### config.mk
export PLATFORM = sky130hd
export DESIGN_NAME = seven_seg_scan_ctrl
export DESIGN_NICKNAME = d
export VERILOG_FILES = /design/src/rtl/seven_seg_scan_ctrl.sv
export SDC_FILE = /design/constraint.sdc
export NUM_CORES = 1
export LEC_CHECK = 0
export CAP_MARGIN = 5
export CORE_ASPECT_RATIO = 0.7
export CORE_MARGIN = 2
export CORE_UTILIZATION = 60
export CTS_CLUSTER_DIAMETER = 80
export DETAILED_ROUTE_END_ITERATION = 8
export DONT_BUFFER_PORTS = 1
export PLACE_DENSITY = 0.76
export SYNTH_ARGS = -nofsm -noshare
export SYNTH_HDL_FRONTEND = slang
export SYNTH_SLANG_ARGS = --single-unit
### constraint.sdc
create_clock -name Clk -period 2.54 [get_ports Clk]
set_input_delay 0.508 -clock Clk [delete_from_list [all_inputs] [get_ports Clk]]
set_output_delay 0.508 -clock Clk [all_outputs]
set_load 0.01 [all_outputs]
### src/rtl/seven_seg_scan_ctrl.sv
// seven_seg_scan_ctrl: time-multiplexed scan scheduler for a common-anode multi-digit 7-seg display
//
// Ports:
//   Clk        in   system clock, rising edge
//   Rst_n      in   asynchronous reset, active-low
//   Digits     in   BCD digits, [3:0] = digit 0 (least significant)
//   DigitEn    in   per-digit enable, 0 = digit never lit
//   LzbEn      in   leading-zero blanking enable
//   BCD        out  digit code for the shared registered decoder
//   An         out  anode drive, active-low, at most one bit low
//   DigitIdx   out  index of the current digit slot
//   FrameDone  out  one-cycle pulse on the last cycle of the last slot
module seven_seg_scan_ctrl #(
    parameter int NUM_DIGITS   = 4,
    parameter int REFRESH_DIV  = 50000,
    parameter int BLANK_CYCLES = 16
) (
    input  logic                          Clk,
    input  logic                          Rst_n,
    input  logic [4*NUM_DIGITS-1:0]       Digits,
    input  logic [NUM_DIGITS-1:0]         DigitEn,
    input  logic                          LzbEn,
    output logic [3:0]                    BCD,
    output logic [NUM_DIGITS-1:0]         An,
    output logic [$clog2(NUM_DIGITS)-1:0] DigitIdx,
    output logic                          FrameDone
);
    localparam int IW = $clog2(NUM_DIGITS);
    localparam int CW = (REFRESH_DIV > 1) ? $clog2(REFRESH_DIV) : 1;
    localparam logic [CW-1:0] CNT_LAST = CW'(REFRESH_DIV - 1);
    localparam logic [CW-1:0] CNT_LIT  = CW'(BLANK_CYCLES - 1);
    localparam logic [IW-1:0] IDX_LAST = IW'(NUM_DIGITS - 1);

    typedef enum logic {BLANK, SHOW} state_t;

    state_t                  state, state_nxt;
    logic [CW-1:0]           cnt, cnt_nxt;
    logic [IW-1:0]           idx_nxt;
    logic [4*NUM_DIGITS-1:0] sh_dig, sh_dig_nxt;
    logic [NUM_DIGITS-1:0]   sh_en, sh_en_nxt;
    logic                    sh_lzb, sh_lzb_nxt;
    logic [NUM_DIGITS-1:0]   visible;
    logic                    hi_zero;
    logic [3:0]              bcd_nxt;
    logic [NUM_DIGITS-1:0]   an_nxt;
    logic                    fd_nxt;
    logic                    slot_end, frame_start;

    // A digit is suppressed by LZB when it and every more significant digit are zero;
    // walking from the top keeps a running "all higher digits zero" flag.
    always_comb begin
        hi_zero = 1'b1;
        visible = '0;
        for (int k = NUM_DIGITS - 1; k >= 0; k--) begin
            hi_zero    = hi_zero & (sh_dig[4*k +: 4] == 4'd0);
            visible[k] = sh_en[k] & ~(sh_lzb & hi_zero & (k != 0));
        end
    end

    always_comb begin
        slot_end    = cnt == CNT_LAST;
        frame_start = (cnt == '0) && (DigitIdx == '0);
        cnt_nxt     = slot_end ? '0 : cnt + 1'b1;
        idx_nxt     = !slot_end ? DigitIdx : (DigitIdx == IDX_LAST ? '0 : DigitIdx + 1'b1);
        sh_dig_nxt  = frame_start ? Digits  : sh_dig;
        sh_en_nxt   = frame_start ? DigitEn : sh_en;
        sh_lzb_nxt  = frame_start ? LzbEn   : sh_lzb;
        // Visibility is read at the end of the blank window, well after the frame latch settled.
        state_nxt   = (state == SHOW) ? (slot_end ? BLANK : SHOW)
                                      : ((cnt == CNT_LIT && visible[DigitIdx]) ? SHOW : BLANK);
        an_nxt      = (state_nxt == SHOW) ? ~(NUM_DIGITS'(1) << idx_nxt) : '1;
        // Code for the next slot is loaded at the slot boundary so the decoder output has
        // settled throughout the blank window before the anode turns on.
        bcd_nxt     = (state_nxt == SHOW) ? BCD : sh_dig_nxt[4*idx_nxt +: 4];
        fd_nxt      = (idx_nxt == IDX_LAST) && (cnt_nxt == CNT_LAST);
    end

    always_ff @(posedge Clk or negedge Rst_n) begin
        if (!Rst_n) begin
            state     <= BLANK;
            cnt       <= '0;
            DigitIdx  <= '0;
            sh_dig    <= '0;
            sh_en     <= '0;
            sh_lzb    <= 1'b0;
            An        <= '1;
            BCD       <= 4'd0;
            FrameDone <= 1'b0;
        end else begin
            state     <= state_nxt;
            cnt       <= cnt_nxt;
            DigitIdx  <= idx_nxt;
            sh_dig    <= sh_dig_nxt;
            sh_en     <= sh_en_nxt;
            sh_lzb    <= sh_lzb_nxt;
            An        <= an_nxt;
            BCD       <= bcd_nxt;
            FrameDone <= fd_nxt;
        end
    end
endmodule
==> impl_metrics.toml, run 1 <==
[route]
drc = 0
drt_first_pass_iters = 4
wl_per_cell_um = 18.23
wl_um = 4667
drt_iter0_drc = 115
ant_nets = 0
vias = 1534
detail_route.vias_per_cell = 5.992

[logic_synthesis]
synthCells = 195
synth_area_um2 = 2362
synth_top_area_frac = 0.4767
yosysSeqAreaShare = 0.5212
synthArstFlopShare = 1.000
synthTopCellsByArea = "dfrtp_1 48%, mux2_2 10%, dfstp_2 4.4%"
syn-num-nets = 222
synthFlopType = "dfrtp_1"
synth_top_area_cell = "dfrtp_1"
ys.warnings.count = 0
syn_avg_cell_area_um2 = 12.11
synth-edff-count = 0
synth.distinct_cells = 45
ys_ff_latch = 49

[clock_tree]
cts_sinks = 49
cts_buffers = 5
clkLatencyLatePin_ns = 0.30
h-tree-depth = 2
root_buffer = "clkbuf_8"
clkTransAtPathRegs_ns = 0.09
cts_max_path_buffers = 2
cts_tree = "built"

[sta]
hold_violations = 0
tightestPinTransition_ns = 0.5386
period_share = 0.9287
whs_ns = 0.04264
grt_setup_unrepaired = "false"
final.setup_skew_ns = 0.01044
final_max_slew_viol_count = 0
max_freq_mhz = 423.9
period_needed_ns = 2.359
slew_headroom = 0.6381
setup_tns_ns = 0
setup-violations-final = 0

[global_routing]
grt_util_all_layers = 0.2298
grt_max_degree = 46
antenna_found_initial = 0
grt_pass1_wl_um = 7769
grt_overflow_total = 0
grt_pass1_vias = 1508

[placed_design]
gp_congestion = 0.8956
dp_cells = 248
port_buffers = 0
place_area_um2 = 2450
dp_hpwl_um = 3433

[run]
cap_viol_max_count = 0

[cells_and_area]
final_cells = 256
final_common_cell = "dfrtp_1"
layout-drive-gt1-share = 0.2647
syn_to_final_growth_pct = 8.633
design_area_um2 = 2566
final_util = 0.6663
fin_nets = 231
final_cell_mix = "45 x dfrtp_1, 21 x mux2_2, 13 x nor2_1, 11 x nand2_1"
insertedDiodeCount = 0

[die]
coreArea_um2 = 3851
rows = 19
die_w_um = 79.00
fp.dieArea_um2 = 4463
start_util = 0.6134
die_height_um = 56.50
io_pins = 34

[setup_path]
critPathMaxStageDelay_ns = 0.45
cp-start-kind = "register"
critical_path.max_fanout = 8
cp-end-kind = "register"
path_delay_family = "multiplexers"
cp.required_ns = 2.70
path_cells = "ha_1, and4_1, nand4_2, mux2i_4, inv_2, mux2i_1, o221ai_1"
cpMaxStageDelayCell = "dfrtp_1"
arrival_ns = 2.52
reg2reg_from = "cnt[0]"
critPathLaunch = "cnt[0]"
critPathBufInv = 1
crit_type = "reg -> reg"

[hold_path]
hp-class = "in -> async"

[run_status]
status = "finished, final reports clean"

[power_and_ir_drop]
power_leakage_nw = 1.131
ir_drop_mv = 0.4861
p_per_area_nw_per_um2 = 524.7
power breakdown:
part	leakage [nW]	internal, mW	switching, mW
clock	0.0433	0.216	0.246
combinational	0.489	0.0290	0.0345
sequential	0.598	0.805	0.0170
total	1.13	1.05	0.297
synthesized netlist by cell type (all sizes together), types with 4 or more instances:
cell type and instances:
dfrtp 45, mux2 21, nor2 13, nand2 11
mux2i 10, inv 9, nand3 9, nor3 9
xnor2 7, and3 6, nand4 6, xor2 5
a21oi 4, buf 4, dfstp 4, ha 4
o221ai 4
sequential cells by signal (all words and copies together) (netlist names), 2 cells and up:
register / count
BCD: 4
cnt: 16
An: 4
sh_dig: 16
DigitIdx: 2
sh_en: 4
cells by family (layout without fill, tap and decap cells):
| logic type | count (synthesis) | in the layout | synth area share |
|---|---|---|---|
| adder cells (fa/ha/maj) | 4 | 4 | 0.02119 |
| AND/OR/NAND/NOR | 70 | 70 | 0.1796 |
| AO/OA/AOI/OAI | 15 | 15 | 0.05668 |
| flip-flops | 49 | 49 | 0.5212 |
| XOR/XNOR | 12 | 12 | 0.04449 |
| multiplexers | 31 | 31 | 0.1478 |
| buffers and inverters | 14 | 23 | 0.02913 |
layer usage:
metal / track usage / part of all wire
met1: 0.3800 / 0.52
met5: 0 / 0
met3: 0.04823 / 0.054
met2: 0.3015 / 0.42
met4: 0.06650 / 0.011
stage by stage:
| step | power [mW] | setup WS (ns) |
|---|---|---|
| 2_1_floorplan | 0.8713 | 0.3373 |
| 3_3_place_gp | 0.8800 | 0.2950 |
| 3_5_place_dp | 0.8841 | 0.2199 |
| 4_1_cts | 1.356 | 0.2015 |
| 5_1_grt | 1.402 | 0.04422 |
| 6_report | 1.347 | 0.1810 |
final cells by class:
class                      instances  area, um^2
clock buffer                       6       82.58
clock inverter                     1       7.507
fill                             297        1285
inverter                           9       33.78
multi-input combinational        132        1069
sequential                        49        1231
tap                               52       65.06
timing repair buffer               7       77.57
final timing paths:
| check | end | slack, ns | cells past startpoint |
|---|---|---|---|
| worst max-delay path | BCD[3] | 0.18 | 7 |
| worst min-delay path | An[3] | 0.04 | 0 |
| worst max register to register | BCD[3] | 0.18 | 7 |
| worst min register to register | sh_dig[3] | 0.51 | 1 |
| max in group asynchronous | cnt[4] | 2.28 | 1 |
| min in group Clk | sh_lzb | 0.36 | 1 |
repair_timing:
item                                    in CTS  in global routing
endpoints found under the setup margin       0                  1
hold buffers                                 1                  0
endpoints found under the hold margin       45                  0
resized for setup                            0                  1
setup buffers                                0                  0
No activity file was read; power rests on OpenSTA's default activity.
==> inputs of run 2 (changes only) <==
CORE_MARGIN = 8   (was 2)
==> run 2 against run 1 <==
  * Power increased by 14%
  * Clock power increased by 39%
  * Critical path depth increased by 2
  * Setup slack got worse by 0.011 ns
  * Hold slack got worse by 0.0019 ns
  * Critical path type unchanged
  * Critical endpoint unchanged
  * Largest power group unchanged
  * Highest routed layer unchanged
==> impl_metrics.toml, run 2 (synthesis results as in run 1) <==
[setup_path]
cp-start-kind = "register"
r2r_end = "BCD[3]"
reg2reg_from = "DigitIdx[0]"
crit_type = "reg -> reg"
cp.required_ns = 2.71
cp-end-kind = "register"
critical_path.max_fanout = 21
arrival_ns = 2.54
worstRegToRegCells = 9
rrSetupSlack_ns = 0.17

[cells_and_area]
insertedDiodeCount = 0
syn_to_final_growth_pct = 10.54
design_area_um2 = 2611
fillers = 301
top_regs = "cnt: 16 flops, sh_dig: 16 flops"
layout-drive-gt1-share = 0.2634
final_cell_mix = "45 x dfrtp_1, 21 x mux2_2, 13 x nor2_1, 11 x nand2_1"
final_cells = 257
final_common_cell = "dfrtp_1"
fin_nets = 231

[global_routing]
grt_overflow_total = 0
grt_max_degree = 46
grt_pass1_wl_um = 8687
grt_util_all_layers = 0.1784
grt_pass1_vias = 1626
antenna_found_initial = 0

[run_status]
status = "finished, final reports clean"

[die]
coreArea_um2 = 3851
die_w_um = 91.00
start_util = 0.6134
die_height_um = 68.50
io_pins = 34
fp.dieArea_um2 = 6233
rows = 19

[clock_tree]
clkTransAtPathRegs_ns = 0.09
cts_sinks = 49
clkLatencyLatePin_ns = 0.30
cts_max_path_buffers = 2
cts_tree = "built"
hold_buffers = 1
root_buffer = "clkbuf_8"
cts_buffers = 5
cts_resized = 0
post_cts_buffers = 0
h-tree-depth = 2

[sta]
final.setup_skew_ns = 0.007931
setup_tns_ns = 0
period_needed_ns = 2.370
slew_headroom = 0.6275
tightestPinTransition_ns = 0.5546
final_max_slew_viol_count = 0
period_share = 0.9329
setup-violations-final = 0
hold_violations = 0
max_freq_mhz = 422.0
grt_setup_unrepaired = "false"

[placed_design]
gp_congestion = 0.9592
place_area_um2 = 2450
port_buffers = 0
dp_hpwl_um = 3780
dp_cells = 248

[route]
drc = 0
wl_per_cell_um = 20.26
ant_nets = 0
vias = 1580
drt_iter0_drc = 182
detail_route.vias_per_cell = 6.148
wl_um = 5208
drt_first_pass_iters = 4

[run]
cap_viol_max_count = 0

[power_and_ir_drop]
p_per_area_nw_per_um2 = 585.7
ir_drop_mv = 0.5818
power_leakage_nw = 1.159

[hold_path]
hp-class = "in -> async"
-- run 2: cell count changes in the layout (fill, tap and decap cells not counted), sizes merged --
cell / previous run / this run
bufinv: 0 / 2
clkbuf: 6 / 5
clkinvlp: 1 / 0
clkinv: 0 / 1
-- run 2: how the worst max path moves through the flow --
stage / startpoint / endpoint / cells after the start
4_1_cts: DigitIdx[0] / BCD[3] / 9
3_5_place_dp: DigitIdx[0] / BCD[3] / 9
3_3_place_gp: DigitIdx[0] / BCD[2] / 9
2_1_floorplan: DigitIdx[0] / BCD[0] / 9
6_report: DigitIdx[0] / BCD[3] / 9
5_1_grt: DigitIdx[0] / BCD[3] / 9
-- run 2: critical path, stage by stage, from the launching register on --
cell and delay, ns:
dfrtp_1 0.40, inv_1 0.13, ha_1 0.16, nor4bb_1 0.23, and3_1 0.17, and3_1 0.21, buf_12 0.18, mux2_2 0.36
mux2i_1 0.22, o221ai_1 0.16
-- run 2: layer usage --
layer	part of all wire	vias to the layer above	GRT usage
met2	0.46	48	0.2703
li1	-	719	-
met1	0.47	808	0.2512
met5	0	-	0
met3	0.068	5	0.04757
met4	0.0071	0	0.04462
-- run 2: report_power, final --
part	internal, mW	switching, mW
combinational	0.0303	0.0355
sequential	0.805	0.0173
clock	0.391	0.251
total	1.23	0.304
-- run 2: cell type report --
type	instances	area, um^2	share of cell area
multi-input combinational	132	1062	0.4068
sequential	49	1231	0.4715
inverter	9	33.78	0.01294
clock buffer	5	68.82	0.02635
clock inverter	3	65.06	0.02492
tap	52	65.06	0.02492
timing repair buffer	7	85.08	0.03258
-- run 2: through the flow --
step                      hold slack [ns]  total power, mW  setup WS [ns]  utilization
final                             0.04073            1.530         0.1703       0.6780
after CTS                         0.03613            1.540         0.1811       0.6780
after floorplan                    0.2124           0.8713         0.3373            -
after detailed placement           0.2141           0.8853         0.2182       0.6361
after global routing              0.01543            1.591        0.04613       0.6780
after global placement             0.2145           0.8805         0.2974       0.6361
==> inputs of run 3 (changes only) <==
CTS_CLUSTER_DIAMETER = 40   (was 80)
==> results of run 3 <==
Same layout as run 2: the final DEF is identical, and so are final timing and power.
